File: src/rtl/vtreg_init.sv
// Wishbone register-init master: queues write/read commands in a small FIFO and
// issues them one at a time as classic Wishbone cycles, with a per-cycle ack timeout.
module vtreg_init #(
  parameter int DEPTH   = 4,
  parameter int TIMEOUT = 64
) (
  input  logic        wb_clk_i,
  input  logic        wb_rst_i,
  input  logic        cmd_valid,
  output logic        cmd_ready,
  input  logic        cmd_we,
  input  logic [15:0] cmd_adr,
  input  logic [15:0] cmd_dat,
  input  logic [1:0]  cmd_sel,
  output logic        wb_cyc_o,
  output logic        wb_stb_o,
  output logic        wb_we_o,
  output logic [15:0] wb_adr_o,
  output logic [15:0] wb_dat_o,
  output logic [1:0]  wb_sel_o,
  input  logic [15:0] wb_dat_i,
  input  logic        wb_ack_i,
  output logic        rsp_valid,
  output logic [15:0] rsp_dat,
  output logic        rsp_err,
  output logic        busy
);

  localparam int AW = $clog2(DEPTH);
  localparam int CW = AW + 1;
  localparam logic [CW-1:0] DEPTH_C   = CW'(DEPTH);
  localparam logic [7:0]    TIMEOUT_C = 8'(TIMEOUT);

  typedef enum logic {
    IDLE = 1'b0,
    BUS  = 1'b1
  } state_e;

  typedef struct packed {
    logic        we;
    logic [15:0] adr;
    logic [15:0] dat;
    logic [1:0]  sel;
  } cmd_t;

  cmd_t          mem_q [DEPTH];
  cmd_t          cmd_in;
  cmd_t          head;
  logic [AW-1:0] wr_ptr_q, wr_ptr_d;
  logic [AW-1:0] rd_ptr_q, rd_ptr_d;
  logic [CW-1:0] count_q, count_d;
  state_e        state_q, state_d;
  logic [7:0]    cnt_q, cnt_d;
  logic          cyc_q, cyc_d;
  logic          we_q, we_d;
  logic [15:0]   adr_q, adr_d;
  logic [15:0]   dat_q, dat_d;
  logic [1:0]    sel_q, sel_d;
  logic          rsp_valid_q, rsp_valid_d;
  logic [15:0]   rsp_dat_q, rsp_dat_d;
  logic          rsp_err_q, rsp_err_d;
  logic          push;
  logic          pop;

  assign cmd_in    = {cmd_we, cmd_adr, cmd_dat, cmd_sel};
  assign head      = mem_q[rd_ptr_q];
  assign cmd_ready = (count_q < DEPTH_C);
  assign push      = cmd_valid & cmd_ready;

  // NOTE: the FIFO storage has no reset; emptiness is tracked by count_q alone,
  // so clearing the array would only cost a reset net on every storage bit.
  always_ff @(posedge wb_clk_i) begin
    if (push) begin
      mem_q[wr_ptr_q] <= cmd_in;
    end
  end

  // Pointers wrap naturally because DEPTH is a power of two.
  always_comb begin
    wr_ptr_d = wr_ptr_q;
    rd_ptr_d = rd_ptr_q;
    count_d  = count_q;
    if (push) begin
      wr_ptr_d = wr_ptr_q + AW'(1);
    end
    if (pop) begin
      rd_ptr_d = rd_ptr_q + AW'(1);
    end
    case ({push, pop})
      2'b10:   count_d = count_q + CW'(1);
      2'b01:   count_d = count_q - CW'(1);
      default: count_d = count_q;
    endcase
  end

  // NOTE: every signal driven here gets a default first, so no path can
  // leave one unassigned and infer a latch.
  always_comb begin
    state_d     = state_q;
    cnt_d       = cnt_q;
    cyc_d       = cyc_q;
    we_d        = we_q;
    adr_d       = adr_q;
    dat_d       = dat_q;
    sel_d       = sel_q;
    rsp_valid_d = 1'b0;
    rsp_dat_d   = rsp_dat_q;
    rsp_err_d   = rsp_err_q;
    pop         = 1'b0;

    case (state_q)
      IDLE: begin
        // wb_ack_i is deliberately not looked at here.
        if (count_q != '0) begin
          pop     = 1'b1;
          we_d    = head.we;
          adr_d   = head.adr;
          dat_d   = head.dat;
          sel_d   = head.sel;
          cyc_d   = 1'b1;
          cnt_d   = 8'd1;
          state_d = BUS;
        end
      end

      BUS: begin
        // Ack is tested first so it wins over a coinciding timeout.
        if (wb_ack_i) begin
          cyc_d       = 1'b0;
          rsp_valid_d = 1'b1;
          rsp_err_d   = 1'b0;
          rsp_dat_d   = we_q ? 16'h0000 : wb_dat_i;
          cnt_d       = 8'd0;
          state_d     = IDLE;
        end else if (cnt_q == TIMEOUT_C) begin
          cyc_d       = 1'b0;
          rsp_valid_d = 1'b1;
          rsp_err_d   = 1'b1;
          rsp_dat_d   = 16'h0000;
          cnt_d       = 8'd0;
          state_d     = IDLE;
        end else begin
          cnt_d = cnt_q + 8'd1;
        end
      end

      default: state_d = IDLE;
    endcase
  end

  // NOTE: state is updated with non-blocking assignments so every flop samples
  // the pre-edge values, independent of statement order.
  always_ff @(posedge wb_clk_i or posedge wb_rst_i) begin
    if (wb_rst_i) begin
      wr_ptr_q    <= '0;
      rd_ptr_q    <= '0;
      count_q     <= '0;
      state_q     <= IDLE;
      cnt_q       <= 8'd0;
      cyc_q       <= 1'b0;
      we_q        <= 1'b0;
      adr_q       <= 16'h0000;
      dat_q       <= 16'h0000;
      sel_q       <= 2'b00;
      rsp_valid_q <= 1'b0;
      rsp_dat_q   <= 16'h0000;
      rsp_err_q   <= 1'b0;
    end else begin
      wr_ptr_q    <= wr_ptr_d;
      rd_ptr_q    <= rd_ptr_d;
      count_q     <= count_d;
      state_q     <= state_d;
      cnt_q       <= cnt_d;
      cyc_q       <= cyc_d;
      we_q        <= we_d;
      adr_q       <= adr_d;
      dat_q       <= dat_d;
      sel_q       <= sel_d;
      rsp_valid_q <= rsp_valid_d;
      rsp_dat_q   <= rsp_dat_d;
      rsp_err_q   <= rsp_err_d;
    end
  end

  assign wb_cyc_o  = cyc_q;
  assign wb_stb_o  = cyc_q;
  assign wb_we_o   = we_q;
  assign wb_adr_o  = adr_q;
  assign wb_dat_o  = dat_q;
  assign wb_sel_o  = sel_q;
  assign rsp_valid = rsp_valid_q;
  assign rsp_dat   = rsp_dat_q;
  assign rsp_err   = rsp_err_q;
  assign busy      = (count_q != '0) || (state_q == BUS);

endmodule

File: config.mk
export PLATFORM = sky130hd
export DESIGN_NAME = vtreg_init
export DESIGN_NICKNAME = d
export VERILOG_FILES = /design/src/rtl/vtreg_init.sv
export SDC_FILE = /design/constraint.sdc
export NUM_CORES = 1
export LEC_CHECK = 0
export BUFFER_PORTS_ARGS = -buffer_cell sky130_fd_sc_hd__buf_2
export CAP_MARGIN = 20
export CORE_MARGIN = 2
export CORE_UTILIZATION = 45
export CTS_BUF_LIST = sky130_fd_sc_hd__clkbuf_16
export DETAILED_ROUTE_END_ITERATION = 16
export GPL_TIMING_DRIVEN = 0
export HOLD_SLACK_MARGIN = 0.12
export SKIP_LAST_GASP = 1
export SLEW_MARGIN = 0
export SYNTH_ARGS = -nofsm -noshare
export SYNTH_HDL_FRONTEND = slang
export SYNTH_SLANG_ARGS = --single-unit
File: constraint.sdc
create_clock -name wb_clk_i -period 2.8 [get_ports wb_clk_i]
set_input_delay 0.14 -clock wb_clk_i [delete_from_list [all_inputs] [get_ports wb_clk_i]]
set_output_delay 0.14 -clock wb_clk_i [all_outputs]
set_load 0.01 [all_outputs]
==> key figures, run 1 <==
Run status
  • Outcome: complete, no violations

Detailed routing
  • Antenna-violating nets left: 0
  • Routed WL: roughly 16 mm
  • DRC errors left: 0
  • Routed vias: 4458
  • DR vias/cell: approximately 5.2
  • Drt first pass iters: 4
  • Routed WL per cell: 18.4 um
  • 1st-iter DRT viols: ~190

Timing
  • Setup TNS: 0 ns
  • Tcrit/Tclk final: around four fifths
  • Final worst path period need: roughly 2.2 ns
  • Unrepaired setup endpoints after global routing: no
  • FMAX: 450 MHz
  • Worst Max-Slew Pin Slew: 0.496 ns
  • Final Setup Violations: 0
  • Final Skew: 0.0110 ns
  • Final Hold Fails: 0
  • Slew headroom: 67.0%
  • Slew Viols, Final: 0
  • Final worst setup slack: 0.577 ns

Layout
  • Final net count: between 600 and 700
  • Design area: 0.0104 mm2
  • Commonest non-fill, non-tap cell in the layout: edfxtp_1
  • Final cell count without fillers: 865
  • Final design utilization: 58.0%
  • Layout cell share with drive strength beyond 1: a little over a third
  • Commonest cells after routing, fill and taps aside: edfxtp_1, buf_2, dfrtp_1, dlygate4sd3_1, inv_1
  • Syn-to-layout area delta: 26.0%
  • ANT cells: 0

Synthesis
  • Mux cell area share after synthesis: between 15 and 20%
  • Post-synthesis register bit count: 210
  • Count of different cell masters after synthesis: 39
  • Yosys Warn Count: 0
  • Post-synthesis sequential area ratio: between 70% and 80%
  • Largest family of logic cells by synthesized area: multiplexers
  • Synth Area in Compound Gates: 2.56%
  • Adder-Cell Fraction of Synth Area: under 10%
  • Post-synthesis xor/xnor area fraction: less than 1%
  • Post-Synth Simple-Gate Area: 3.94%
  • Mapped cell area: 0.00827 mm2
  • Synthesized Nets: a little under 500
  • Post-synthesis cell count: 429
  • Syn_area_per_cell: a little under 20 um2

Clocking
  • Clk slew on worst S/H paths: 0.06 ns
  • Post-CTS setup repair buffer count: 0
  • Num Clock Sinks: 210
  • CTS buffer count: 22
  • CTS tree: yes
  • H-tree Lvls: 1
  • Worst skew pair latency: 0.50 ns
  • Clock root buffer: clkbuf_16
  • PostCTS Resize Cnt: 0
  • Deepest clock path buffer count: 3

Setup path
  • Crit end category: flop
  • Crit path DAT: 2.64 ns
  • Max FO, Critical Path: 10
  • Worst Setup Path Type: flop to flop
  • Worst setup SP type: flop
  • Crit path required time: 3.22 ns

GRT
  • Gr usage total: 16.5%
  • GRT overflow: 0
  • Vias in the first global route: ~4700
  • First-pass GRT wire length: 25.2 mm
  • Largest net degree at the start of global routing: 61
  • Initial antenna violation count: 0

Floorplanning
  • Top Ports: 112
  • DIE HEIGHT: roughly 140 um
  • Total core area: 0.0180 mm2
  • Initial Util: a little under half
  • Die X: 140 um
  • Site Rows: 49
  • DIE AREA: 0.0195 mm2

Power
  • Leak: 4.15 nW
  • Peak VDD IR: 536 uV
  • Pwr/cell area: roughly 1000 mW/mm2

Placement
  • Cells after DPL: 773
  • PortBufs: 110
  • HPWL Detailed: 9.61 mm
  • Cell area after placement: 0.00922 mm2
  • GPL Wtd Cong: approximately 0.78
  • Post-Place Setup Slack: 0.536 ns

Worst hold path
  • Hold Crit Class: input port to flop

Job
  • Max-Cap Viols: 0
what timing repair did:
| action | 4_1_cts | 5_1_grt |
|---|---|---|
| setup endpoints to repair | 0 | 0 |
| endpoints found under the hold margin | 226 | 0 |
| hold buffers | 53 | 0 |
kinds of logic (layout without fill, tap and decap cells):
group	Yosys count	after routing
DFF	210	210
muxes	72	72
buffers and inverters	50	257
and+or+nand+nor	48	48
AOI/OAI and AO/OA	35	35
adders and majority gates	8	8
xor gates and xnor gates	6	6
cell type report:
type	count	area, um2
fill	1400	7550
sequential	210	5960
multi-input combinational	169	2040
timing repair buffer	168	1190
clock buffer	23	576
tap	229	287
buffer	22	173
inverter	28	108
clock inverter	16	90.1
registers in the layout, summed over array words and instances (netlist names):
name and cells:
rsp_valid 1, wb_we_o 1, wr_ptr_q 2, wb_dat_o 16, mem_q 140, cnt_q 8
wb_adr_o 16, state_q 1, rd_ptr_q 2, wb_sel_o 2, rsp_dat 16, rsp_err 1
wb_cyc_o 1, count_q 3
synthesized netlist by cell type, drive strengths merged:
master / instances / area [um2]
a21o: 3 / 22.5
a21oi: 3 / 18.8
a22o: 4 / 35.0
a31oi: 2 / 12.5
a41oi: 1 / 8.76
and2: 4 / 25.0
and3: 2 / 12.5
and4bb: 1 / 12.5
buf: 14 / 141
clkbuf: 8 / 31.3
dfrtp: 70 / 1750
edfxtp: 140 / 4200
fa: 1 / 20.0
ha: 7 / 87.6
inv: 28 / 105
mux2: 36 / 510
mux2i: 1 / 10.0
mux4: 35 / 815
nand2: 6 / 22.5
nand2b: 2 / 12.5
nand3: 5 / 25.0
nand4b: 16 / 140
nor2: 7 / 26.3
nor2b: 2 / 12.5
nor3: 2 / 15.0
nor4: 1 / 21.3
o21a: 1 / 7.51
o21ai: 20 / 100
o22ai: 1 / 6.26
xnor2: 4 / 35.0
xor2: 2 / 17.5
metal layers:
metal	wire (um)	vias up	global-route usage (%)	part of all wire (%)
met2	7960	124	28.4	50
met1	6890	2288	21.7	43
met5	0	-	0	0
met4	226	0	4.25	1.4
met3	827	17	3.30	5.2
li1	-	2029	-	-
report_power, final:
group	internal [mW]	switching (mW)	leakage (nW)
Combinational	1.75	1.50	1.67
Clock	1.56	1.12	0.354
Sequential	4.08	0.362	2.13
Total	7.39	2.97	4.15
critical path, cell delays in order, from the launching register on:
cell and delay, ns:
dfrtp_1 0.44, nor3_2 0.09, nor2_1 0.13, buf_4 0.24, buf_6 0.21, ha_1 0.20
inv_1 0.06, fa_1 0.37, xor2_1 0.15, nor2_1 0.11, xnor2_1 0.13
per-stage QoR:
stage | power [mW] | hold WS, ns
final | 10.4 | 0.147
after global placement | 7.62 | 0.348
after detailed placement | 7.76 | 0.0801
after global routing | 10.9 | 0.149
after CTS | 10.5 | 0.128
after floorplan | 6.70 | 0.239
worst paths after layout:
path / slack [ns] / startpoint / cells after the start / to
worst max register to register: 0.58 / count_q[2] / 10 / count_q[2]
max in group asynchronous: 1.54 / wb_rst_i / 5 / rsp_dat[4]
worst max-delay path: 0.58 / count_q[2] / 10 / count_q[2]
worst min register to register: 0.50 / wb_adr_o[9] / 1 / wb_adr_o[9]
worst min-delay path: 0.15 / wb_ack_i / 3 / rsp_dat[10]
min in group asynchronous: 0.70 / wb_rst_i / 4 / wb_adr_o[3]
(Power assumes the default switching activity.)
==> inputs of run 2 (changes only) <==
clock period = 2.2 ns   (was 2.8 ns; I/O delays follow)
==> run 2 against run 1 <==
Effect of this change: maximum frequency is 8.3% higher; largest cell class unchanged; routed wire length up 0.37%; utilization is 0.35 points higher; sequential power increased by 27%; worst hold slack lost 0.0013 ns; cell count is 0.69% higher; largest power group unchanged; non-clock buffer count rose by 6; critical path depth shrank 1; register-to-register slack worse by 0.43 ns.
==> key figures, run 2 (synthesis results as in run 1) <==
Layout
  • Largest Register: mem_q
  • Layout cell share with drive strength beyond 1: 36.1% (about the same)
  • Max reg flops: 140 (unchanged)
  • Register Area: 0.00596 mm2 (about the same)
  • Final cell count without fillers: 871 (+0.69%)
  • Design area: 0.0105 mm2 (+0.60%)
  • Commonest non-fill, non-tap cell in the layout: edfxtp_1
  • Fillers: 1391 (-0.64%)
  • Commonest cells after routing, fill and taps aside: edfxtp_1, buf_2, dfrtp_1, dlygate4sd3_1, inv_1
  • Syn-to-layout area delta: 26.7%
  • Final net count: 690 (+0.88%)
  • Area of the multi-input gates: 0.00204 mm2 (unchanged)
  • ANT cells: 0 (unchanged)

Timing
  • Slew headroom: 66.7% (-0.29 points)
  • Worst Max-Slew Pin Slew: 0.500 ns (+0.00429 ns)
  • Final worst setup slack: 0.147 ns (-0.430 ns)
  • Unrepaired setup endpoints after global routing: no
  • Final Skew: 0.00936 ns (-0.00160 ns)
  • Final worst path period need: 2.05 ns (-0.170 ns)
  • Tcrit/Tclk final: 93.3% (+14 points)
  • FMAX: 487 MHz (+8.3%)
  • Final Hold Fails: 0 (unchanged)
  • Final Setup Violations: 0 (unchanged)
  • Slew Viols, Final: 0 (unchanged)

Placement
  • Cells after DPL: 773 (unchanged)
  • Post-Place Setup Slack: -0.0636 ns (-0.600 ns)
  • HPWL Detailed: 9.61 mm (unchanged)
  • Cell area after placement: 0.00922 mm2 (unchanged)
  • GPL Wtd Cong: 0.778 (unchanged)
  • PortBufs: 110 (unchanged)

Detailed routing
  • DR vias/cell: 5.17 (+0.40%)
  • Routed WL per cell: 18.3 um (-0.32%)
  • 1st-iter DRT viols: 195 (+1.6%)
  • Routed vias: 4507 (+1.1%)
  • DRC errors left: 0 (unchanged)
  • Routed WL: 16.0 mm (+0.37%)
  • Drt first pass iters: 4 (unchanged)
  • Antenna-violating nets left: 0 (unchanged)

Power
  • Clock power frac: 25.8% (about the same)
  • Switch share: 28.7% (about the same)
  • Power Total: 13.2 mW (+28%)
  • Peak VDD IR: 685 uV (+28%)
  • Pwr/cell area: 1260 mW/mm2 (+27%)
  • Internal power: 9.43 mW (+28%)
  • Net switching power: 3.79 mW (+27%)
  • Seq pwr share: 42.8% (about the same)
  • Leak: 4.16 nW (+0.22%)
  • Combinational fraction of design power: 31.4% (about the same)

Clocking
  • Worst skew pair latency: 0.49 ns (about the same)
  • Deepest clock path buffer count: 3 (unchanged)
  • CTS tree: yes
  • H-tree Lvls: 1 (unchanged)
  • CTS buffer count: 22 (unchanged)
  • Num Clock Sinks: 210 (unchanged)
  • Clk slew on worst S/H paths: 0.06 ns (about the same)
  • Clock root buffer: clkbuf_16

Worst hold path
  • Hold path depth: 3 (unchanged)
  • Hold Crit Class: input port to flop

Run status
  • Outcome: complete, no violations

Setup path
  • Crit path required time: 2.61 ns (-0.61 ns)
  • R2R cell count: 9 (-1)
  • Worst Setup Path Type: flop to flop
  • Max FO, Critical Path: 19 (+9)
  • Crit end category: flop
  • Crit path DAT: 2.47 ns (-0.17 ns)
  • R2R Setup Slk: 0.15 ns (-0.43 ns)
  • Worst setup SP type: flop

Floorplanning
  • Site Rows: 49 (unchanged)
  • Total core area: 0.0180 mm2 (unchanged)
  • DIE AREA: 0.0195 mm2 (unchanged)
  • Initial Util: 46.0% (unchanged)
  • Die X: 140 um (unchanged)
  • Top Ports: 112 (unchanged)
  • DIE HEIGHT: 140 um (unchanged)

GRT
  • Initial antenna violation count: 0 (unchanged)
  • Vias in the first global route: 4784 (+1.1%)
  • First-pass GRT wire length: 25.5 mm (+1.0%)
  • Largest net degree at the start of global routing: 61 (unchanged)
  • Gr usage total: 16.7% (+0.15 points)
  • GRT overflow: 0 (unchanged)

Job
  • Max-Cap Viols: 0 (unchanged)
-- run 2: cell types whose count changed in the layout (fill, tap and decap cells not counted) --
cell | before | now
dlygate4sd3_1 | 53 | 59
dfrtp_2 | 0 | 2
dfrtp_1 | 70 | 68
-- run 2: power groups by stage --
| stage | clock (mW) | combinational [mW] | sequential (mW) |
|---|---|---|---|
| global placement | 0 | 3.99 | 5.71 |
| floorplan | 0 | 2.66 | 5.87 |
| detailed placement | 0 | 4.14 | 5.73 |
| global route | 3.66 | 4.52 | 5.77 |
| CTS | 3.50 | 4.25 | 5.67 |
| finish | 3.41 | 4.16 | 5.65 |
-- run 2: area by class of cell --
type / count / area share [%]
multi-input cells: 169 / 19.4
repair buffers: 175 / 12.0
inverters: 28 / 1.03
clock buffers: 23 / 5.49
well taps: 229 / 2.73
flip-flops and latches: 210 / 56.9
clock inverters: 16 / 0.860
plain buffers: 21 / 1.58
-- run 2: timing repair --
item                                   CTS  global route
setup endpoints to repair                1             1
buffers inserted                         0             1
hold buffers                            59             0
endpoints found under the hold margin  226             0
resized for setup                        3             0
pin swaps                                0             0
-- run 2: final timing paths --
| kind | start | endpoint |
|---|---|---|
| setup / recovery | count_q[0] | count_q[2] |
| hold / removal | wb_ack_i | rsp_dat[8] |
| setup reg to reg | count_q[0] | count_q[2] |
| hold reg to reg | wb_adr_o[9] | wb_adr_o[9] |
| max in group asynchronous | wb_rst_i | count_q[0] |
| min in group asynchronous | wb_rst_i | wb_adr_o[3] |
-- run 2: metal layers --
metal  part of all wire, %  track usage [%]  vias to the layer above
met2                    50             28.8                      130
met5                     0                0                        -
met1                    43             21.8                     2315
met3                   5.2             3.27                       19
li1                      -                -                     2043
met4                   1.4             4.25                        0
-- run 2: metrics by stage --
step / TNS (ns) / utilization [%] / hold WS [ns]
after CTS: 0 / 58.3 / 0.122
after floorplan: 0 / - / 0.209
after global placement: -150.45 / 50.7 / 0.318
after global routing: 0 / 58.3 / 0.157
after detailed placement: -0.0636 / 51.3 / 0.0501
final: 0 / 58.3 / 0.146
-- run 2: critical path, cell delays in order, from the launching register on --
cell	delay, ns
dfrtp_2	0.42
nor3_2	0.08
nor2_1	0.15
buf_6	0.28
ha_1	0.23
inv_1	0.06
fa_1	0.37
xor2_1	0.15
nor2_1	0.11
xnor2_1	0.13
==> inputs of run 3 (changes only) <==
ABC_AREA = 1   (was not set)
==> run 3 against run 2 <==
Effect of this change: via count grew 31%; utilization is 0.86 points higher; combinational power increased by 8.4%; cell area up 1.8%; register-to-register slack better by 0.05 ns; die area rose by 0.42%; routed wire length is 19% higher; worst hold slack lost 0.052 ns; sequential share of layout area fell by 1.0 points; sequential cell count unchanged; critical path depth unchanged; highest routed layer unchanged.
==> key figures, run 3 <==
Setup path
  • Crit end category: flop
  • Worst Setup Path Type: flop to flop
  • Crit path DAT: 2.39 ns (-0.08 ns)
  • R2R Setup Slk: 0.20 ns (+0.05 ns)
  • Worst setup SP type: flop
  • CP delay by family, top: adder cells
  • Worst path most repeated cell: inv_1
  • FF-to-FF End: count_q[2]
  • CP Buf/Inv Count: 3 (+1)
  • Crit path required time: 2.59 ns (-0.02 ns)
  • Slowest cell delay on critical path: 0.42 ns (about the same)
  • CP max stage cell: dfrtp_1
  • Critical-path cell list: inv_1 > nand2_4 > inv_6 > ha_1 > inv_1 > fa_1 > a21oi_1 > o21ai_0 > xor2_1
  • FF-to-FF Start: state_q
  • R2R cell count: 9 (unchanged)
  • Max FO, Critical Path: 11 (-8)

Timing
  • Unrepaired setup endpoints after global routing: no
  • Worst Max-Slew Pin Slew: 0.728 ns (+0.228 ns)
  • Slew headroom: 51.3% (-15 points)
  • Slew Viols, Final: 0 (unchanged)
  • Final Skew: 0.0130 ns (+0.00364 ns)
  • Final Hold Fails: 0 (unchanged)
  • Final Setup Violations: 0 (unchanged)
  • Final worst path period need: 2.00 ns (-0.0487 ns)
  • FMAX: 499 MHz (+2.4%)
  • Tcrit/Tclk final: 91.1% (-2.2 points)

Synthesis
  • Post-synth top area share: 50.6% (-0.21 points)
  • Post-synthesis register bit count: 210 (unchanged)
  • EDFF count, synth: 140 (unchanged)
  • Syn_area_per_cell: 11.5 um2 (-40%)
  • Area leader, netlist: edfxtp_1
  • Yosys Warn Count: 0 (unchanged)
  • Commonest cells in the netlist: nand2_1, edfxtp_1, nor2_1
  • Post-synthesis sequential area ratio: 71.8% (-0.30 points)
  • Count of different cell masters after synthesis: 26 (-33%)
  • Synth Flop Type: edfxtp_1
  • Mapped cell area: 0.00830 mm2 (+0.42%)
  • Synth top area cells: edfxtp_1, dfrtp_1, nand2_1
  • Count leader, synth: nand2_1
  • Synthesized Nets: 787 (+60%)
  • Ys async rst share: 33.3% (unchanged)
  • Post-synthesis cell count: 724 (+69%)

Layout
  • Area of the multi-input gates: 0.00205 mm2 (+0.55%)
  • Register Area: 0.00596 mm2 (about the same)
  • ANT cells: 0 (unchanged)
  • Final cell count without fillers: 1169 (+34%)
  • Syn-to-layout area delta: 28.5%
  • Fillers: 1471 (+5.8%)
  • Design area: 0.0107 mm2 (+1.8%)
  • Commonest non-fill, non-tap cell in the layout: nand2_1
  • Final net count: 986 (+43%)
  • Max reg flops: 140 (unchanged)
  • Largest Register: mem_q
  • Commonest cells after routing, fill and taps aside: nand2_1, edfxtp_1, buf_2, nor2_1, o21ai_0
  • Layout cell share with drive strength beyond 1: 20.4% (-16 points)

Detailed routing
  • Routed vias: 5904 (+31%)
  • DR vias/cell: 5.05 (-2.4%)
  • Routed WL: 18.9 mm (+19%)
  • 1st-iter DRT viols: 330 (+69%)
  • Drt first pass iters: 5 (+1)
  • DRC errors left: 0 (unchanged)
  • Routed WL per cell: 16.2 um (-12%)
  • Antenna-violating nets left: 0 (unchanged)

Worst hold path
  • Hold Path Origin: cmd_valid
  • Hold Crit Class: input port to flop
  • Hold Path Sink: wr_ptr_q[1]
  • Hold path depth: 3 (unchanged)

Placement
  • Cells after DPL: 1068 (+38%)
  • PortBufs: 110 (unchanged)
  • GPL Wtd Cong: 0.848 (+9.1%)
  • Cell area after placement: 0.00931 mm2 (+0.98%)
  • HPWL Detailed: 12.1 mm (+26%)

Floorplanning
  • Top Ports: 112 (unchanged)
  • DIE AREA: 0.0195 mm2 (+0.42%)
  • Total core area: 0.0180 mm2 (+0.34%)
  • DIE HEIGHT: 140 um (+0.21%)
  • Initial Util: 46.1% (about the same)
  • Die X: 140 um (+0.21%)
  • Site Rows: 49 (unchanged)

GRT
  • Largest net degree at the start of global routing: 50 (-18%)
  • Gr usage total: 19.3% (+2.6 points)
  • GRT overflow: 0 (unchanged)
  • First-pass GRT wire length: 30.1 mm (+18%)
  • Vias in the first global route: 5967 (+25%)
  • Initial antenna violation count: 0 (unchanged)

Clocking
  • Clock root buffer: clkbuf_16
  • Deepest clock path buffer count: 3 (unchanged)
  • CTS tree: yes
  • CTS buffer count: 23 (+4.5%)
  • Worst skew pair latency: 0.52 ns (+0.03 ns)
  • H-tree Lvls: 1 (unchanged)
  • Num Clock Sinks: 210 (unchanged)
  • Clk slew on worst S/H paths: 0.06 ns (about the same)

Power
  • Peak VDD IR: 748 uV (+9.2%)
  • Pwr/cell area: 1300 mW/mm2 (+2.8%)
  • Leak: 4.51 nW (+8.6%)

Job
  • Max-Cap Viols: 0 (unchanged)

Run status
  • Outcome: complete, no violations
## run 3: cell count changes after synthesis, sizes merged, moves of 4 or more
cell / change
and2: -4
nor2: +120
nand2: +163
a22o: -4
mux2: -36
nand4: +19
nand4b: -16
o21ai: +91
mux4: -35
buf: +14
## run 3: cell families after synthesis
logic type | share of synthesized area [%]
AND/OR/NAND/NOR | 15.5
flip-flops | 71.8
AO/OA/AOI/OAI | 6.81
buffers and inverters | 3.96
adder cells (fa/ha/maj) | 1.30
XOR/XNOR | 0.633
## run 3: repair_timing
| item | in CTS | in global routing |
|---|---|---|
| hold buffers | 60 | 0 |
| gates resized for setup | 0 | 3 |
| setup endpoints to repair | 1 | 1 |
| setup buffers | 0 | 0 |
| endpoints found under the hold margin | 229 | 0 |
## run 3: area by class of cell
| type | instances | area share (%) |
|---|---|---|
| multi-input cells | 450 | 19.2 |
| clock buffers | 23 | 5.40 |
| plain buffers | 35 | 2.03 |
| repair buffers | 175 | 12.1 |
| inverters | 28 | 1.08 |
| flip-flops and latches | 210 | 55.8 |
| well taps | 229 | 2.69 |
| clock inverters | 19 | 1.70 |
## run 3: through the flow
stage                     setup slack (ns)  hold WS (ns)  total power, mW  util (%)  TNS (ns)
final                                0.195        0.0938             13.8      59.2         0
after global routing               0.00718         0.134             14.7      59.2         0
after CTS                           0.0651         0.247             14.0      59.1         0
after detailed placement           -0.0189         0.103             10.0      51.6   -0.0189
after global placement               -1.70         0.321             9.78      50.7   -274.71
after floorplan                     -0.426         0.209             8.32         -    -59.68
## run 3: worst reg2reg max path, stage by stage (launching register included)
cell and delay, ns:
dfrtp_1 0.42, inv_1 0.16, nand2_4 0.16, inv_6 0.14, ha_1 0.15, inv_1 0.07, fa_1 0.38, a21oi_1 0.14
o21ai_0 0.11, xor2_1 0.16
## run 3: where the power goes
group	internal, mW	leakage, nW	switching [mW]
Combinational	1.62	1.98	2.89
Clock	2.27	0.382	1.54
Sequential	5.15	2.15	0.371
Total	9.04	4.51	4.80
## run 3: per-layer routing
layer | track usage [%] | vias up | share of wire (%)
li1 | - | 2850 | -
met1 | 24.0 | 2850 | 42
met2 | 35.6 | 178 | 51
met3 | 2.86 | 26 | 5.2
met4 | 4.26 | 0 | 1.9
met5 | 0 | - | 0
## run 3: how the worst max path moves through the flow
stage	start	to	slack, ns	depth (start not counted)
after detailed placement	state_q	count_q[2]	-0.02	10
after global routing	state_q	count_q[2]	0.007	9
final	state_q	count_q[2]	0.20	9
after CTS	state_q	count_q[2]	0.07	9
after floorplan	count_q[2]	mem_q[0][0]	-0.43	3
after global placement	count_q[2]	mem_q[0][14]	-1.70	3
